--- config.mk ---
export PLATFORM = sky130hd
export DESIGN_NAME = bus_uart_tx
export DESIGN_NICKNAME = d
export VERILOG_FILES = /design/src/rtl/bus_uart_tx.sv
export SDC_FILE = /design/constraint.sdc
export NUM_CORES = 1
export LEC_CHECK = 0
export CORE_UTILIZATION = 28
export CTS_CLUSTER_DIAMETER = 30
export DETAILED_ROUTE_END_ITERATION = 6
export PLACE_DENSITY_LB_ADDON = 0.3
export SYNTH_ARGS = -nofsm -noshare
export SYNTH_HDL_FRONTEND = slang
export SYNTH_SLANG_ARGS = --single-unit
export TNS_END_PERCENT = 20
--- constraint.sdc ---
create_clock -name clock -period 3.1 [get_ports clock]
set_input_delay 0.62 -clock clock [delete_from_list [all_inputs] [get_ports clock]]
set_output_delay 0.62 -clock clock [all_outputs]
set_load 0.03 [all_outputs]
--- src/rtl/bus_uart_tx.sv ---
// Memory-mapped 8N1 UART transmitter for the 6502 bus: a 4-byte register window,
// an 8-deep byte FIFO and a start/data/stop serialiser with a programmable bit period.
module bus_uart_tx #(
    parameter logic [15:0] BASE       = 16'hFF00,
    parameter logic [15:0] DIV_RESET  = 16'd217,
    parameter int          DEPTH_LOG2 = 3
) (
    input  logic        clock,
    input  logic        reset,
    input  logic [15:0] address,
    input  logic [7:0]  data_in,
    input  logic        wren,
    output logic        sel,
    output logic [7:0]  data_out,
    output logic        tx,
    output logic        irq
);

    localparam int DEPTH = 1 << DEPTH_LOG2;

    typedef enum logic [1:0] {
        ST_IDLE,
        ST_START,
        ST_DATA,
        ST_STOP
    } tx_state_t;

    // Register window and write qualification
    logic [15:0]           addr_hist_reg;
    logic                  wren_hist_reg;
    logic                  wr_repeat;
    logic                  wr_fire;
    logic                  wr_data;
    logic                  wr_status;
    logic                  wr_div_lo;
    logic                  wr_div_hi;

    // Control/status state
    logic [15:0]           div_reg;
    logic                  ie_reg;
    logic                  ovf_reg;
    logic                  irq_reg;

    // FIFO
    logic [7:0]            mem [0:DEPTH-1];
    logic [DEPTH_LOG2:0]   wr_ptr_reg;
    logic [DEPTH_LOG2:0]   rd_ptr_reg;
    logic                  fifo_empty;
    logic                  fifo_full;
    logic                  push_ok;
    logic                  ovf_set;
    logic                  fsm_pop;

    // Serialiser
    tx_state_t             state_reg;
    logic [15:0]           cnt_reg;
    logic [15:0]           bit_div_reg;
    logic [15:0]           div_eff;
    logic [7:0]            shift_reg;
    logic [2:0]            bit_idx_reg;
    logic                  tx_reg;
    logic                  busy;
    logic [7:0]            status_byte;

    assign sel = (address[15:2] == BASE[15:2]);

    // A strobe held across several clocks at the same address is one write.
    assign wr_repeat = wren_hist_reg && (addr_hist_reg == address);
    assign wr_fire   = wren && sel && !wr_repeat;
    assign wr_data   = wr_fire && (address[1:0] == 2'd0);
    assign wr_status = wr_fire && (address[1:0] == 2'd1);
    assign wr_div_lo = wr_fire && (address[1:0] == 2'd2);
    assign wr_div_hi = wr_fire && (address[1:0] == 2'd3);

    always_ff @(posedge clock or posedge reset) begin
        if (reset) begin
            wren_hist_reg <= 1'b0;
            addr_hist_reg <= 16'h0000;
        end else begin
            wren_hist_reg <= wren;
            addr_hist_reg <= address;
        end
    end

    assign fifo_empty = (wr_ptr_reg == rd_ptr_reg);
    assign fifo_full  = (wr_ptr_reg[DEPTH_LOG2] != rd_ptr_reg[DEPTH_LOG2]) &&
                        (wr_ptr_reg[DEPTH_LOG2-1:0] == rd_ptr_reg[DEPTH_LOG2-1:0]);

    assign busy    = (state_reg != ST_IDLE);
    assign fsm_pop = !fifo_empty &&
                     ((state_reg == ST_IDLE) ||
                      ((state_reg == ST_STOP) && (cnt_reg == 16'd0)));

    // A push while full still lands if the head leaves in the same cycle.
    assign push_ok = wr_data && (!fifo_full || fsm_pop);
    assign ovf_set = wr_data && fifo_full && !fsm_pop;

    // Storage has no reset; the pointers alone define its contents. When full,
    // push and pop share an index and the pop reads the old byte (read-first).
    always_ff @(posedge clock) begin
        if (push_ok) begin
            mem[wr_ptr_reg[DEPTH_LOG2-1:0]] <= data_in;
        end
    end

    always_ff @(posedge clock or posedge reset) begin
        if (reset) begin
            wr_ptr_reg <= '0;
            rd_ptr_reg <= '0;
        end else begin
            if (push_ok) begin
                wr_ptr_reg <= wr_ptr_reg + 1'b1;
            end
            if (fsm_pop) begin
                rd_ptr_reg <= rd_ptr_reg + 1'b1;
            end
        end
    end

    always_ff @(posedge clock or posedge reset) begin
        if (reset) begin
            div_reg <= DIV_RESET;
            ie_reg  <= 1'b0;
            ovf_reg <= 1'b0;
            irq_reg <= 1'b0;
        end else begin
            if (wr_div_lo) begin
                div_reg[7:0] <= data_in;
            end
            if (wr_div_hi) begin
                div_reg[15:8] <= data_in;
            end
            if (wr_status) begin
                ie_reg <= data_in[7];
            end
            if (ovf_set) begin
                ovf_reg <= 1'b1;
            end else if (wr_status && data_in[3]) begin
                ovf_reg <= 1'b0;
            end
            irq_reg <= ie_reg && fifo_empty && !busy;
        end
    end

    assign div_eff = (div_reg == 16'd0) ? 16'd1 : div_reg;

    // Every state bit lasts bit_div clocks: load bit_div-1 on entry, leave at zero.
    always_ff @(posedge clock or posedge reset) begin
        if (reset) begin
            state_reg   <= ST_IDLE;
            cnt_reg     <= 16'd0;
            bit_div_reg <= 16'd1;
            shift_reg   <= 8'h00;
            bit_idx_reg <= 3'd0;
            tx_reg      <= 1'b1;
        end else begin
            case (state_reg)
                ST_IDLE: begin
                    if (!fifo_empty) begin
                        shift_reg   <= mem[rd_ptr_reg[DEPTH_LOG2-1:0]];
                        bit_div_reg <= div_eff;
                        cnt_reg     <= div_eff - 16'd1;
                        tx_reg      <= 1'b0;
                        state_reg   <= ST_START;
                    end
                end
                ST_START: begin
                    if (cnt_reg != 16'd0) begin
                        cnt_reg <= cnt_reg - 16'd1;
                    end else begin
                        cnt_reg     <= bit_div_reg - 16'd1;
                        tx_reg      <= shift_reg[0];
                        bit_idx_reg <= 3'd0;
                        state_reg   <= ST_DATA;
                    end
                end
                ST_DATA: begin
                    if (cnt_reg != 16'd0) begin
                        cnt_reg <= cnt_reg - 16'd1;
                    end else if (bit_idx_reg == 3'd7) begin
                        cnt_reg   <= bit_div_reg - 16'd1;
                        tx_reg    <= 1'b1;
                        state_reg <= ST_STOP;
                    end else begin
                        cnt_reg     <= bit_div_reg - 16'd1;
                        shift_reg   <= {1'b0, shift_reg[7:1]};
                        tx_reg      <= shift_reg[1];
                        bit_idx_reg <= bit_idx_reg + 3'd1;
                    end
                end
                ST_STOP: begin
                    if (cnt_reg != 16'd0) begin
                        cnt_reg <= cnt_reg - 16'd1;
                    end else if (!fifo_empty) begin
                        // Chain straight into the next frame without an idle bit.
                        shift_reg   <= mem[rd_ptr_reg[DEPTH_LOG2-1:0]];
                        bit_div_reg <= div_eff;
                        cnt_reg     <= div_eff - 16'd1;
                        tx_reg      <= 1'b0;
                        state_reg   <= ST_START;
                    end else begin
                        state_reg <= ST_IDLE;
                    end
                end
                default: begin
                    state_reg <= ST_IDLE;
                    tx_reg    <= 1'b1;
                end
            endcase
        end
    end

    assign status_byte = {ie_reg, 3'b000, ovf_reg, busy, fifo_empty, fifo_full};

    always_comb begin
        data_out = 8'h00;
        if (sel) begin
            case (address[1:0])
                2'd1:    data_out = status_byte;
                2'd2:    data_out = div_reg[7:0];
                2'd3:    data_out = div_reg[15:8];
                default: data_out = 8'h00;
            endcase
        end
    end

    assign tx  = tx_reg;
    assign irq = irq_reg;

endmodule
==> results of run 1 <==
[per-stage QoR]
stage                     worst slack (ps)  total power (W)
after floorplan                       -142          0.00451
after global placement                -255          0.00525
after detailed placement              -274          0.00526
after CTS                             6.43          0.00748
after global routing                  12.8          0.00788
final                                 90.0          0.00743
[final cells by class]
| class | instances | area share, % |
|---|---|---|
| sequential | 154 | 43.2 |
| multi-input combinational | 424 | 35.8 |
| timing repair buffer | 101 | 9.06 |
| tap | 372 | 4.80 |
| clock buffer | 18 | 4.43 |
| clock inverter | 14 | 2.04 |
| inverter | 17 | 0.684 |
[routing by layer]
metal,part of all wire (%),vias up,GRT usage [%]
li1,-,2573,-
met1,47,2768,20.3
met2,48,129,23.8
met3,3.5,21,2.47
met4,1.4,0,4.54
met5,0,-,0
[synthesized netlist by cell type, types with 16 or more instances]
cell type  count
edfxtp_1      64
nor2_1        37
nor3_1        17
xor2_1        17
mux2_2        45
clkbuf_1      30
o21ai_0       19
mux4_2        16
nand2_1       33
dfrtp_1       83
inv_1         17
nor4_1        18
xnor2_1       38
[cells by family (layout without fill, tap and decap cells)]
family                     Yosys count  count (layout)
adders and majority gates           12              12
AOI/OAI and AO/OA                  105             105
and+or+nand+nor                    175             175
buffers and inverters               55             150
DFF                                154             154
muxes                               77              77
xor gates and xnor gates            55              55
[power groups by stage]
stage | combinational [W] | clock [W] | sequential [W]
finish | 0.00271 | 0.00221 | 0.00251
global route | 0.00301 | 0.00234 | 0.00254
CTS | 0.00272 | 0.00226 | 0.00251
detailed placement | 0.00271 | 0 | 0.00255
global placement | 0.00271 | 0 | 0.00254
floorplan | 0.00202 | 0 | 0.00249
[cell usage in the layout (no fill, tap or decap), types with 6 or more instances in the layout]
cell type / netlist / final
ha_1: 12 / 12
nand2_1: 33 / 32
inv_1: 17 / 15
mux4_2: 16 / 16
o32ai_1: 6 / 6
dfrtp_1: 83 / 83
a22o_1: 8 / 8
buf_4: 1 / 66
xor2_1: 17 / 17
xnor2_1: 38 / 38
a22oi_1: 10 / 10
dfstp_2: 7 / 7
nor2_2: 0 / 6
clkbuf_16: 0 / 17
o21ai_0: 19 / 19
mux2_2: 45 / 45
nor3_1: 17 / 16
nand3_1: 14 / 14
mux2i_1: 15 / 15
edfxtp_1: 64 / 64
or4_1: 11 / 11
nor4_1: 18 / 15
a21oi_1: 15 / 15
nand4_1: 11 / 11
clkdlybuf4s50_1: 0 / 24
nor2_1: 37 / 31
[critical path: stages]
cell	delay, ps
dlygate4sd2_1	240
or4_4	530
or4_4	560
inv_2	90
nand2_2	70
nor2_1	110
buf_4	160
[final timing paths]
kind / slack, ps / to / cells past startpoint / startpoint
max in group asynchronous: 1890 / div_reg[4] / 3 / reset
setup / recovery: 90 / data_out[5] / 7 / address[6]
hold reg to reg: 490 / wr_ptr_reg[3] / 1 / wr_ptr_reg[3]
min in group asynchronous: 480 / addr_hist_reg[14] / 2 / reset
hold / removal: 440 / addr_hist_reg[5] / 2 / address[5]
setup reg to reg: 270 / cnt_reg[14] / 10 / div_reg[11]
[what timing repair did]
action                                  CTS  global route
endpoints found under the setup margin    9             8
gates resized for setup                  12             5
hold buffers                              0             0
setup buffers                             1             0
pin swaps                                 5             3
==> results.tsv, run 1 <==
metric	value	unit
status	finished clean	
Worst IR Drop VDD	482	µV
cell taking the most area after synthesis	dfrtp_1	
CP max FO	4	
largest net degree at the start of global routing	43	
final instance area	0.00969	mm²
Setup Viol. Count Final	0	
Rel. slew slack	51.9	%
Switching Fraction	35.6	%
Clk network pwr share	29.8	%
CTS Buffer Depth	2	
Synth Flop Type	dfrtp_1	
Site Rows	60	
Hold WS	442	ps
Final Hold Fails	0	
Sink Count	154	
vias	5491	
Distinct cells, synth	68	
Die ar.	0.0287	mm²
Crit Path Class	in2out	
adder-cell share of the synthesized area	1.92	%
Hold WC Path Type	in2reg	
CTS root buf	clkbuf_16	
average size of a mapped cell	12.4	µm²
CP startpoint kind	input pin	
top-area cell type share of the netlist area	26.5	%
Avg Vias per Cell	4.99	
Internal	0.00479	W
Synth Area in Compound Gates	9.79	%
P_sw	0.00265	W
Post-Route WL	20.0	mm
syn_nets	672	
Simple-Gate Fraction of Synth Area	12.7	%
XOR/XNOR Fraction of Synth Area	6.15	%
H-tree levels	4	
asr flop ratio synth	58.4	%
first-pass iteration count of the detailed router	4	
register area share after synthesis	53.4	%
Worst EP arrival	2390	ps
first-pass GRT wire length	32.1	mm
Seq pwr share	33.7	%
combinational family with the most area after synthesis	multiplexers	
fin. max-slew vios	0	
TritonCTS Buffers	17	
Filler cells	2732	
DRC	0	
CTS tree	yes	
share of cells above drive strength 1	27.7	%
Syn. warnings	0	
unrepaired setup endpoints after global routing	false	
core area	0.0272	mm²
vias in the first global route	5465	
WP data required	2480	ps
HPWL after DPL	14.3	mm
synth top area cells	dfrtp_1 27%, edfxtp_1 25%, mux2_2 6.5%	
Starting Density	28.8	%
cells after synthesis	633	
FF+latch count, synth	154	
port bufs	37	
Core Util, Final	35.7	%
mapped cell area	0.00784	mm²
grt total ovfl	0	
# IOs	38	
PD cells	767	mW/mm²
Die X	169	µm
Layout Cells excl Fill	1100	
leak pwr	3.85	nW
Antenna diodes	0	
max-cap violations	0	
area grow syn2layout	23.7	%
CP endpoint kind	output port	
DRT iter0 DRCs	387	
post-synthesis mux area share	13.2	%
TNS Setup	0	ps
Final ANT Viol Nets	0	
register area	0.00418	mm²
initial antenna violation count	0	
area of the multi-input gates	0.00347	mm²
minimum clock period after layout	3010	ps
GR Util All Layers	14.8	%
area post-placement	0.00901	mm²
Setup Skew	8.98	ps
placed insts	1067	
Final nets	754	
clock slew at reported path FFs	70	ps
DR WL/cell	18.2	µm
Max Fclk	332	MHz
max reg flops	64	
worst slew pin tran	721	ps
clk_lat worst skew	430	ps
logic gate share of total power	36.5	%
period utilisation layout	97.1	%
GP Congestion	0.873	
Die Span Y	169	µm
Post-synth EDFFs	64	
Note: power is estimated with default switching activity, not from simulation.
==> run 2, diff against run 1 <==
Settings changed: CTS_CLUSTER_DIAMETER 30 to default.
==> results of run 2 <==
Same layout as run 1: the final DEF is identical, and so are final timing and power.
==> run 3, diff against run 2 <==
Settings changed: GPL_TIMING_DRIVEN from default to 0, HOLD_SLACK_MARGIN from default to 0.06, SLEW_MARGIN from default to 15.
==> run 3 against run 2 <==
  * The flow now finishes with violations (setup timing)
  * Register-to-register slack got worse by 110 ps
  * Non-clock buffer count fell by 16
  * Clock skew increased by 1.4 ps
  * Worst hold slack better by 54 ps
  * Cell area shrank 0.88%
  * Wire length is 0.61% lower
  * Flip-flop and latch count unchanged
  * Combinational power grew 1%
  * First-iteration DRC count is 23% higher
  * Maximum frequency decreased by 3.8%
  * Clock power fell by 6%
==> results.tsv, run 3 (same netlist as run 1, synthesis figures left out) <==
metric	value	unit	change
CP startpoint kind	input pin		
CTS tree	yes		
leak pwr	3.68	nW	-4.3%
Avg Vias per Cell	5.03		+0.68%
PD cells	766	mW/mm²	-0.11%
Setup Skew	10.4	ps	+1.39 ps
Hold WS	496	ps	+54.0 ps
status	finished, violations left		
max reg flops	64		unchanged
worst r2r src	wr_ptr_reg[0]		
vias in the first global route	5557		+1.7%
port bufs	37		unchanged
FF-to-FF path depth	9		-1
Hold Path Cell Cnt	1		-1
HPWL after DPL	13.8	mm	-3.7%
Critical Path Start	address[6]		
Rel. slew slack	32.1	%	-20 points
area grow syn2layout	22.6	%	
first-pass GRT wire length	31.7	mm	-0.99%
Worst EP arrival	2510	ps	+120 ps
GP Congestion	0.874		about the same
GR Util All Layers	14.5	%	-0.24 points
hold_sp	wr_ptr_reg[3]		
setup ws final	-29.1	ps	-119 ps
reg-to-reg endpoint	cnt_reg[9]		
fin. max-slew vios	0		unchanged
Die Span Y	169	µm	unchanged
Die X	169	µm	unchanged
Setup Viol. Count Final	4		+4
CP endpoint kind	output port		
clk_lat worst skew	420	ps	about the same
placed insts	1043		-2.2%
core area	0.0272	mm²	unchanged
CP max FO	7		+3
Top delay family on crit path	simple AND/OR/NAND/NOR gates		
crit-path cells	dlygate4sd2_1 -> or4_4 -> or4_4 -> inv_2 -> nand2_4 -> nor2_2 -> buf_6		
Crit path buffers/inverters	3		unchanged
DRT iter0 DRCs	477		+23%
Worst IR Drop VDD	454	µV	-5.9%
CTS Buffer Depth	2		unchanged
Die ar.	0.0287	mm²	unchanged
# IOs	38		unchanged
minimum clock period after layout	3130	ps	+119 ps
Final Hold Fails	0		unchanged
commonest non-fill, non-tap cell in the layout	dfrtp_1		
clock slew at reported path FFs	60	ps	about the same
hold_buf cts	0		unchanged
Crit Path Class	in2out		
vias	5453		-0.69%
DRC	0		unchanged
unrepaired setup endpoints after global routing	true		
Site Rows	60		unchanged
Sink Count	154		unchanged
worst slew pin tran	1010	ps	+290 ps
Final ANT Viol Nets	0		unchanged
failing checks	setup timing		
Critical Path Max Stage Delay	630	ps	+70 ps
Hold WC Path Type	reg2reg		
H-tree levels	4		unchanged
Final nets	739		-2.0%
first-pass iteration count of the detailed router	5		+1
max-cap violations	0		unchanged
DR WL/cell	18.4	µm	+0.76%
share of cells above drive strength 1	24.8	%	-2.9 points
R2R Setup Slk	160	ps	-110 ps
Max Fclk	320	MHz	-3.8%
total chip power	0.00736	W	-0.99%
WHS Endpoint	wr_ptr_reg[3]		
period utilisation layout	101	%	+3.8 points
largest net degree at the start of global routing	53		+23%
grt total ovfl	0		unchanged
WP data required	2480	ps	about the same
most used cell, CP	or4_4		
CTS root buf	clkbuf_16		
Post-Route WL	19.9	mm	-0.61%
slowest cell on the critical path	or4_4		
Layout Cells excl Fill	1085		-1.4%
initial antenna violation count	0		unchanged
Starting Density	28.8	%	unchanged
Antenna diodes	0		unchanged
most frequent cells in the layout	79 x dfrtp_1, 64 x edfxtp_1, 45 x mux2_2		
TritonCTS Buffers	17		unchanged
## run 3: layout make-up
class                      instances  area, µm²
clock inverter                    10        116
sequential                       154       4190
inverter                          17       66.3
fill                            2757      17600
timing repair buffer              54        543
clock buffer                      22        474
multi-input combinational        425       3600
buffer                            31        153
tap                              372        465
## run 3: how the worst max path moves through the flow
stage / end / depth (start not counted)
6_report: data_out[5] / 7
2_1_floorplan: mem[1][0] / 6
3_5_place_dp: data_out[1] / 8
5_1_grt: data_out[5] / 7
4_1_cts: mem[3][1] / 6
3_3_place_gp: shift_reg[5] / 2
## run 3: per-layer routing
layer / GRT usage (%) / part of all wire (%) / up-vias
met5: 0 / 0 / -
met4: 4.90 / 1.4 / 0
met3: 2.99 / 3.7 / 17
met2: 23.9 / 49 / 113
met1: 19.1 / 46 / 2774
li1: - / - / 2549
## run 3: metrics by stage
step	TNS, ps	area (µm²)	worst slack, ps	util (%)
floorplan	-4710	7850	-142	-
finish	-101	9610	-29.1	35.3
global placement	-204980	8690	-1530	32.0
global route	-917	9610	-102	35.3
detailed placement	-71870	8740	-1380	32.1
CTS	-243	9490	-32.0	34.9
## run 3: power by group
| part | switching (W) | total (W) | internal (W) |
|---|---|---|---|
| sequential | 0.000206 | 0.00254 | 0.00233 |
| clock | 0.000823 | 0.00208 | 0.00125 |
| combinational | 0.00157 | 0.00275 | 0.00117 |
## run 3: timing repair
action,in CTS,in global routing
endpoints found under the hold margin,0,0
cloned,0,1
setup buffers,10,6
pin swaps,9,10
gates resized for setup,68,30
setup endpoints to repair,84,91
